**src/rtl/fetch_ctrl.sv**
```systemverilog
// fetch_ctrl: instruction fetch PC sequencer.
// Owns the PC and fetch FSM (RUN / PEND / HALT). A redirect that arrives while
// fetch is blocked is parked in a pending register and applied on the first
// advancing cycle. Outputs are combinational from state and inputs, so an
// applied redirect shows up as the next cycle's iaddr.
module fetch_ctrl #(
    parameter logic [31:0] PC_INIT = 32'h0000_0000
) (
    input  logic        CLK,
    input  logic        nRST,
    input  logic        ihit,
    input  logic        dstall,
    input  logic        ex_redirect,
    input  logic [31:0] ex_target,
    input  logic        id_redirect,
    input  logic [31:0] id_target,
    input  logic        halt,
    output logic        iREN,
    output logic [31:0] iaddr,
    output logic        pc_en,
    output logic [31:0] npc,
    output logic        flush_ifid,
    output logic        flush_idex,
    output logic        halted
);

    typedef enum logic [1:0] {
        S_RUN  = 2'd0,
        S_PEND = 2'd1,
        S_HALT = 2'd2
    } state_t;

    state_t      st;
    logic [31:0] pc;
    logic [31:0] pend_tgt;
    logic        pend_ex;

    logic [31:0] pc_nxt;
    logic [31:0] ex_tgt_al;
    logic [31:0] id_tgt_al;
    logic        pend_ex_active;
    logic        halt_take;

    // Output decode, next-PC selection and flush generation.
    always_comb begin
        ex_tgt_al      = {ex_target[31:2], 2'b00};
        id_tgt_al      = {id_target[31:2], 2'b00};
        iaddr          = pc;
        npc            = pc + 32'd4;
        iREN           = (st != S_HALT);
        halted         = (st == S_HALT);
        pc_en          = (st != S_HALT) & ihit & ~dstall;
        pend_ex_active = (st == S_PEND) & pend_ex;
        // A halt behind a live or parked EX redirect is on the wrong path.
        halt_take      = pc_en & halt & ~ex_redirect & ~pend_ex_active;
        pc_nxt         = pc + 32'd4;
        flush_ifid     = 1'b0;
        flush_idex     = 1'b0;
        if (pc_en && !halt_take) begin
            if (ex_redirect) begin
                // A live EX redirect is older than anything parked.
                pc_nxt     = ex_tgt_al;
                flush_ifid = 1'b1;
                flush_idex = 1'b1;
            end else if (st == S_PEND) begin
                pc_nxt     = pend_tgt;
                flush_ifid = 1'b1;
                flush_idex = pend_ex;
            end else if (id_redirect) begin
                pc_nxt     = id_tgt_al;
                flush_ifid = 1'b1;
            end
        end
    end

    // PC, FSM state and pending-redirect register.
    always_ff @(posedge CLK or negedge nRST) begin
        if (!nRST) begin
            st       <= S_RUN;
            pc       <= PC_INIT;
            pend_tgt <= 32'd0;
            pend_ex  <= 1'b0;
        end else begin
            case (st)
                S_HALT: begin
                    // Frozen until reset.
                end
                default: begin
                    if (halt_take) begin
                        st <= S_HALT;
                    end else if (pc_en) begin
                        pc      <= pc_nxt;
                        st      <= S_RUN;
                        pend_ex <= 1'b0;
                    end else if (ex_redirect) begin
                        pend_tgt <= ex_tgt_al;
                        pend_ex  <= 1'b1;
                        st       <= S_PEND;
                    end else if (id_redirect && !pend_ex_active) begin
                        pend_tgt <= id_tgt_al;
                        pend_ex  <= 1'b0;
                        st       <= S_PEND;
                    end
                end
            endcase
        end
    end

endmodule

```
**config.mk**
```make
export PLATFORM = sky130hd
export DESIGN_NAME = fetch_ctrl
export DESIGN_NICKNAME = d
export VERILOG_FILES = /design/src/rtl/fetch_ctrl.sv
export SDC_FILE = /design/constraint.sdc
export NUM_CORES = 1
export LEC_CHECK = 0
export CAP_MARGIN = 40
export CORE_ASPECT_RATIO = 1.75
export CORE_MARGIN = 2
export CORE_UTILIZATION = 35
export CTS_BUF_LIST = sky130_fd_sc_hd__clkbuf_8 sky130_fd_sc_hd__clkbuf_16
export CTS_CLUSTER_DIAMETER = 30
export DETAILED_ROUTE_END_ITERATION = 16
export MAX_ROUTING_LAYER = met4
export PLACE_DENSITY = 0.66
export SKIP_CTS_REPAIR_TIMING = 1
export SYNTH_ARGS = -nofsm -noshare
export SYNTH_HDL_FRONTEND = slang
export SYNTH_SLANG_ARGS = --single-unit
```
**constraint.sdc**
```tcl
create_clock -name CLK -period 2.7 [get_ports CLK]
set_input_delay 0.81 -clock CLK [delete_from_list [all_inputs] [get_ports CLK]]
set_output_delay 0.81 -clock CLK [all_outputs]
set_load 0.03 [all_outputs]
```
# After elaboration in Yosys (flattened, before gate mapping)
# Cells that the tools add are included.
[word_totals]
output_inout_bits = 69
register_bits = 67
[op_classes]
eq_ne = 3
addsub = 1
bitwise = 12
reduce_logical = 11
mux = 20
[ops]
columns = ["cell", "count"]
rows = [
  ["$mux W32", 6],
  ["$add A32 B3 Y32 const B", 1],
  ["$mux W1", 10],
  ["$mux W2", 4],
  ["$and A1 B1 Y1", 6],
  ["$not A1 Y1", 6],
  ["$reduce_and A3 Y1", 2],
  ["$reduce_and A4 Y1", 1],
  ["$reduce_bool A4 Y1", 1],
  ["$reduce_bool A3 Y1", 1],
  ["$eq A2 B1 Y1 const B", 1],
  ["$eq A2 B2 Y1 const B", 1],
  ["$logic_and A1 B1 Y1", 2],
  ["$logic_not A1 Y1", 2],
  ["$ne A2 B2 Y1 const B", 1],
  ["$reduce_and A2 Y1", 1],
  ["$reduce_bool A2 Y1", 1],
]

# Logic depth before layout (Yosys ltp)
# Gate-level depths: netlist (run 1).
[depth]
word_depth = 9
depth_mapped = 7

# Least setup slack after synthesis (run 1)
# OpenSTA, ideal clock, no wires.
[synth_path]
path_kind = "input -> output"
from = "in dstall"
to = "out flush_ifid"
arrival_time_ns = 2.255
cell_stages = 5
required_time_ns = 1.890
setup_slack_ns = -0.365
cell_sequence = "nand2b_1 -> a311o_1 -> buf_2 -> clkbuf_1 -> a21oi_1"
[synth_between]
elab_chain_len = 8
[synth_rtl]
columns = ["item", "line_no", "source"]
rows = [
  ["start: declaration", "12", "input logic dstall,"],
  ["$not A1 Y1 *", "52", "pc_en = (st != S_HALT) & ihit & ~dstall;"],
  ["$and A1 B1 Y1 *", "52", ""],
  ["$and A1 B1 Y1 (3 in a row)", "55", "halt_take = pc_en & halt & ~ex_redirect & ~pend_ex_active;"],
  ["$logic_not A1 Y1", "59", "if (pc_en && !halt_take) begin"],
  ["$logic_and A1 B1 Y1 *", "59", ""],
  ["$mux W1 *", "59", ""],
  ["end: declaration", "22", "output logic flush_ifid,"],
]
# Mark *: on every way between the ends. The rest lies on a longest branch, timed or not.

# Worst setup path after layout (run 1)
[layout_path]
from = "reg pc[21] (netlist: iaddr[21])"
to = "out npc[31]"
[layout_between]
elab_chain_len = 1
[layout_rtl]
columns = ["item", "line_no", "source"]
rows = [
  ["start: declaration", "34", "logic [31:0] pc;"],
  ["start signal: assignment", "92", "pc <= pc_nxt;"],
  ["$add A32 B3 Y32", "49", "npc = pc + 32'd4;"],
  ["end: declaration", "21", "output logic [31:0] npc,"],
]
# No other way between the ends.

==> impl_metrics.tcl, run 1 <==
set metrics [dict create \
    core-area_mm2 0.0124 \
    drt_iter0_markers 306 \
    critical-path-top-delay-family "simple AND/OR/NAND/NOR gates" \
    syn_avg_cell_area_um2 8.28 \
    synth-seq-area-share_pct 35.7 \
    port_buffers 131 \
    synthArstFlopShare_pct 100 \
    diodes 0 \
    final.setup.worst_slack_ns -0.222 \
    fin_crit_ns 2.92 \
    synthTopCellsByCount "nor2_1 (64), dfrtp_1 (63), nand2_1 (49)" \
    crit_arrival_ns 2.11 \
    fmax_mhz 342 \
    viasPerCell 5.71 \
    rsz0062_at_grt "true" \
    gp_congestion 0.902 \
    cap_violations 0 \
    ys_types 66 \
    clock-sinks 63 \
    final_area_mm2 0.00750 \
    power_frac_clock_pct 22.3 \
    ys_top_cells_by_area "dfrtp_1 (36%), mux2i_1 (6.6%), nor2_1 (5.4%), a21oi_1 (5.3%), nand2_1 (4.2%)" \
    grt_pass1_vias 5143 \
    finalHoldViolations 0 \
    synth_cells 533 \
    slowest_delay_ns 0.43 \
    power_w 0.00479 \
    worstSetupEndpointType "output pin" \
    min_period_over_period_pct 108 \
    grt_usage_pct 27.1 \
    initial_core_util_pct 35.7 \
    ir_drop_mv 0.350 \
    min_path_type "in -> async" \
    synth_edf_count 0 \
    violations "negative setup slack" \
    startpoint_type "register" \
    ff_latch_area_mm2 0.00160 \
    multi_input_comb_area_mm2 0.00308 \
    remaining_drc_errors 0 \
    drt-total-wl_mm 18.2 \
    grt_pass1_wl_mm 27.1 \
    clock_path_buffers 2 \
    nets 812 \
    power_frac_comb_pct 50.3 \
    num_io_pins 140 \
    vias 5211 \
    num_rows 54 \
    grt_max_degree 32 \
    placed_area_mm2 0.00671 \
    area_delta_synth_final_pct 70.0 \
    crit_fanout 4 \
    die_area_mm2 0.0136 \
    yosysMostFrequentCell "nor2_1" \
    worstPathCellList "nand4_1, nor4_4, buf_4, nand4_4, xnor2_4, buf_12" \
    numCtsBuffers 9 \
    skew_ns 0.00520 \
    cpMaxStageDelayCell "nor4_4" \
    slew_headroom_pct 63.6 \
    drive_gt1_share_pct 29.1 \
    drt_first_pass_iters 5 \
    cts-root-buf "clkbuf_16" \
    status "finished with violations" \
    die_y_um 153 \
    synth_top_area_share_pct 35.7 \
    antenna_found_initial 0 \
    clkLatencyLatePin_ns 0.34 \
    dp_cells 874 \
    post_layout_nonfiller_instances 913 \
    synth_area_mm2 0.00441 \
    ys_ff_latch 63 \
    postRouteAntennaNets 0 \
    crit_type "reg -> out" \
    crit_buf_inv 2 \
    wl_per_cell_um 19.9 \
    grt_overflow_total 0 \
    synth-main-ff-cell "dfrtp_1" \
    sw_frac_of_total_pct 39.3 \
    p_leak_nw 3.27 \
    clkTransAtPathRegs_ns 0.05 \
    switchingPower_w 0.00188 \
    htreeDepth 3 \
    setup_viol 17 \
    fillerInstances 1092 \
    cp_data_required_time_ns 1.89 \
    power_density_mw_per_mm2 638 \
    yosys.area.top_type "dfrtp_1" \
    dp_slack_ns -0.174 \
    seqPwrFrac_pct 27.4 \
    cellInternalPower_w 0.00290 \
    place.detailed.hpwl_mm 13.7 \
    cts_tree "yes" \
    synth_warnings 0 \
    finalMaxSlewViolations 0 \
    tightest_slew_ns 0.545 \
    fp.dieW_um 88.9 \
]
-- kinds of logic (layout without fill, tap and decap cells) --
kind of cell / Yosys count / in the layout / synth area share (%)
compound gates: 155 / 155 / 22.7
simple gates: 206 / 206 / 24.0
other cells: 1 / 4 / 0.0850
xor+xnor: 28 / 28 / 5.56
mux: 30 / 30 / 6.83
fa+ha+maj: 1 / 1 / 0.284
buf+inv: 49 / 258 / 4.76
flops: 63 / 63 / 35.7
-- worst reg2reg max path: stages (launching register included) --
cell	delay [ns]
dfrtp_1	0.45
nand3b_1	0.28
a311o_1	0.45
buf_4	0.17
a2111oi_2	0.45
a21oi_1	0.15
o221a_2	0.29
-- final timing paths --
kind / startpoint / to / slack, ns / cells after the start
max in group asynchronous: nRST / iaddr[6] / 1.80 / 2
min in group CLK: pend_tgt[23] / pend_tgt[23] / 0.53 / 2
setup reg to reg: st[1] / iaddr[14] / 0.36 / 6
hold / removal: nRST / iaddr[3] / 0.37 / 1
setup / recovery: iaddr[21] / npc[31] / -0.22 / 6
hold reg to reg: pend_tgt[23] / pend_tgt[23] / 0.53 / 2
-- stage by stage --
step | hold WS (ns) | utilization [%] | TNS [ns]
4_1_cts | 0.361 | 56.5 | -6.81
3_3_place_gp | 0.504 | 54.3 | -1.22
3_5_place_dp | 0.519 | 54.3 | -1.57
5_1_grt | 0.373 | 60.7 | -2.87
2_1_floorplan | 0.489 | - | -0.242
6_report | 0.366 | 60.7 | -1.81
-- placed cells by master, fill, tap and decap left out, types with 7 or more instances in the layout --
cell type        count
a21oi_1             45
clkbuf_16            9
buf_4               98
dlymetal6s2s_1       7
mux2i_1             29
xor2_1               7
nand3_1             14
dfrtp_2             15
nand2_1             46
o211ai_1             8
xnor2_4              7
nor2_1              61
nor4_4               7
dfrtp_1             48
o21ai_0             35
nor3_1               8
clkdlybuf4s50_1     94
a31oi_1             15
buf_6               14
inv_1               10
nand4_1             13
buf_12              18
-- per-layer routing --
metal	GRT usage, %	vias up	wire, um
met5	-	-	0
met4	17.5	0	1130
met3	2.44	72	879
met2	45.6	249	9800
met1	29.2	2518	6400
li1	-	2372	-
-- sequential cells by signal, summed over array words and instances (netlist names) --
signal    count
iaddr        30
pend_ex       1
pend_tgt     30
st            2
-- area by class of cell --
type                       instances  share of cell area, %
multi-input combinational        424                   41.1
clock buffer                      11                   3.37
timing repair buffer             234                   30.8
sequential                        63                   21.3
clock inverter                     5                  0.267
inverter                           8                  0.400
tap                              168                   2.80
-- power groups by stage --
stage,clock network (W),logic [W],registers [W]
floorplan,0,0.000897,0.00155
global placement,0,0.00225,0.00130
detailed placement,0,0.00227,0.00131
CTS,0.00108,0.00228,0.00129
global route,0.00113,0.00254,0.00133
finish,0.00107,0.00241,0.00131
(Power assumes the default switching activity.)
==> run 2, diff against run 1 <==
--- a/config.mk
+++ b/config.mk
@@ -14,6 +14,7 @@
 export DETAILED_ROUTE_END_ITERATION = 16
 export MAX_ROUTING_LAYER = met4
 export PLACE_DENSITY = 0.66
+export RECOVER_POWER = 100
 export SKIP_CTS_REPAIR_TIMING = 1
 export SYNTH_ARGS = -nofsm -noshare
 export SYNTH_HDL_FRONTEND = slang
==> run 2 against run 1 <==
Compared with the run above:
- the run still ends with negative setup slack left
- clock skew is essentially flat
- final cell count stayed put
- flip-flop and latch count is the same
- clock power about the same
- critical path depth did not move
- maximum frequency increased by 0.59%
- wire length is essentially flat
- total power down 1.7%
- critical path type unchanged
==> impl_metrics.tcl, run 2 (same netlist as run 1, synthesis figures left out) <==
set metrics [dict create \
    status "finished with violations" \
    violations "negative setup slack" \
    crit_arrival_ns 2.10 \
    fin_crit_ns 2.91 \
    cap_violations 0 \
    drt-total-wl_mm 18.2 \
    drt_iter0_markers 315 \
    grt_pass1_wl_mm 27.1 \
    startpoint_type "register" \
    htreeDepth 3 \
    slowest_delay_ns 0.41 \
    grt_overflow_total 0 \
    diodes 0 \
    cts_tree "yes" \
    power_density_mw_per_mm2 638 \
    fp.dieW_um 88.9 \
    cts-root-buf "clkbuf_16" \
    core-area_mm2 0.0124 \
    slew_headroom_pct 43.9 \
    final_util_pct 59.7 \
    reg2reg_depth 8 \
    initial_core_util_pct 35.7 \
    antenna_found_initial 0 \
    fillerInstances 1120 \
    nets 812 \
    ir_drop_mv 0.347 \
    gp_congestion 0.902 \
    wl_per_cell_um 19.9 \
    postRouteAntennaNets 0 \
    dp_slack_ns -0.174 \
    worstPathCellList "nand4_1, nor4_4, buf_4, nand4_4, xnor2_4, buf_12" \
    cp_data_required_time_ns 1.89 \
    grt_usage_pct 27.1 \
    remaining_drc_errors 0 \
    viasPerCell 5.72 \
    final_common_cell "buf_4" \
    fmax_mhz 344 \
    grt_max_degree 32 \
    clkLatencyLatePin_ns 0.34 \
    vias 5218 \
    r2r_slack_ns -0.01 \
    clkTransAtPathRegs_ns 0.05 \
    place.detailed.hpwl_mm 13.7 \
    numCtsBuffers 9 \
    cpMaxStageDelayCell "nor4_4" \
    p_leak_nw 3.18 \
    final.setup.worst_slack_ns -0.205 \
    skew_ns 0.00505 \
    drt_first_pass_iters 5 \
    rr_startpoint "st[0]" \
    min_period_over_period_pct 108 \
    layout_common_cells "buf_4 (82), nor2_1 (61), clkdlybuf4s50_1 (61)" \
    grt_pass1_vias 5143 \
    clock_path_buffers 2 \
    die_area_mm2 0.0136 \
    crit_fanout 4 \
    clock-sinks 63 \
    num_rows 54 \
    die_y_um 153 \
    crit_type "reg -> out" \
    finalMaxSlewViolations 0 \
    min_path_type "in -> async" \
    finalHoldViolations 0 \
    worstSetupEndpointType "output pin" \
    worstReg2RegEnd "iaddr[14]" \
    setup_viol 19 \
    port_buffers 131 \
    tightest_slew_ns 0.842 \
    drive_gt1_share_pct 27.9 \
    rsz0062_at_grt "true" \
    area_delta_synth_final_pct 67.2 \
    num_io_pins 140 \
]
run 2: metal layers:
metal  part of all wire [%]  track usage (%)  routed length, um  up-vias
met5                      0                -                  0        -
met4                    6.0             17.5               1100        0
met3                    4.5             2.44                818       75
met2                     54             45.6               9850      242
met1                     35             29.2               6440     2522
li1                       -                -                  -     2379
run 2: where the power goes:
part           leakage [nW]  switching (W)  internal [W]
clock                 0.151       0.000414      0.000656
combinational          2.32        0.00128       0.00104
sequential            0.708       0.000177       0.00113
total                  3.18        0.00188       0.00283
run 2: cell type report:
type	count	area (um^2)	share of cell area (%)
tap	168	210	2.85
sequential	63	1600	21.6
clock buffer	11	253	3.43
clock inverter	5	20.0	0.271
inverter	8	30.0	0.407
timing repair buffer	234	2190	29.7
multi-input combinational	424	3080	41.7
run 2: worst max-delay path by stage:
stage | startpoint | to | slack, ns | depth (start not counted)
final | iaddr[21] | npc[31] | -0.21 | 6
after global routing | iaddr[15] | npc[31] | -0.24 | 7
after floorplan | dstall | flush_ifid | -0.13 | 5
after CTS | iaddr[2] | npc[12] | -0.36 | 7
after global placement | dstall | iaddr[14] | -0.15 | 7
after detailed placement | dstall | iaddr[14] | -0.17 | 7
run 2: worst max-delay path: cells and delay by family (launching register included):
family,cells,cell delay [ns]
AND/OR/NAND/NOR,3,0.81
flip-flops,1,0.40
buffers and inverters,2,0.34
XOR/XNOR,1,0.22
run 2: metrics by stage:
stage                     area (um^2)  hold slack [ns]  instances  total power [W]  setup TNS, ns
after floorplan                  4620            0.489        536          0.00245         -0.242
after global placement           6710            0.504        874          0.00355          -1.22
after detailed placement         6710            0.519        874          0.00358          -1.57
after CTS                        6990            0.361        890          0.00466          -6.81
after global routing             7380            0.520        913          0.00491          -4.21
final                            7380            0.490        913          0.00470          -1.84
==> run 3, diff against run 2 <==
--- a/config.mk
+++ b/config.mk
@@ -12,6 +12,7 @@
 export CTS_BUF_LIST = sky130_fd_sc_hd__clkbuf_8 sky130_fd_sc_hd__clkbuf_16
 export CTS_CLUSTER_DIAMETER = 30
 export DETAILED_ROUTE_END_ITERATION = 16
+export GPL_TIMING_DRIVEN = 1
 export MAX_ROUTING_LAYER = met4
 export PLACE_DENSITY = 0.66
 export RECOVER_POWER = 100
==> results of run 3 <==
Same layout as run 2: the final DEF is identical, and so are final timing and power.
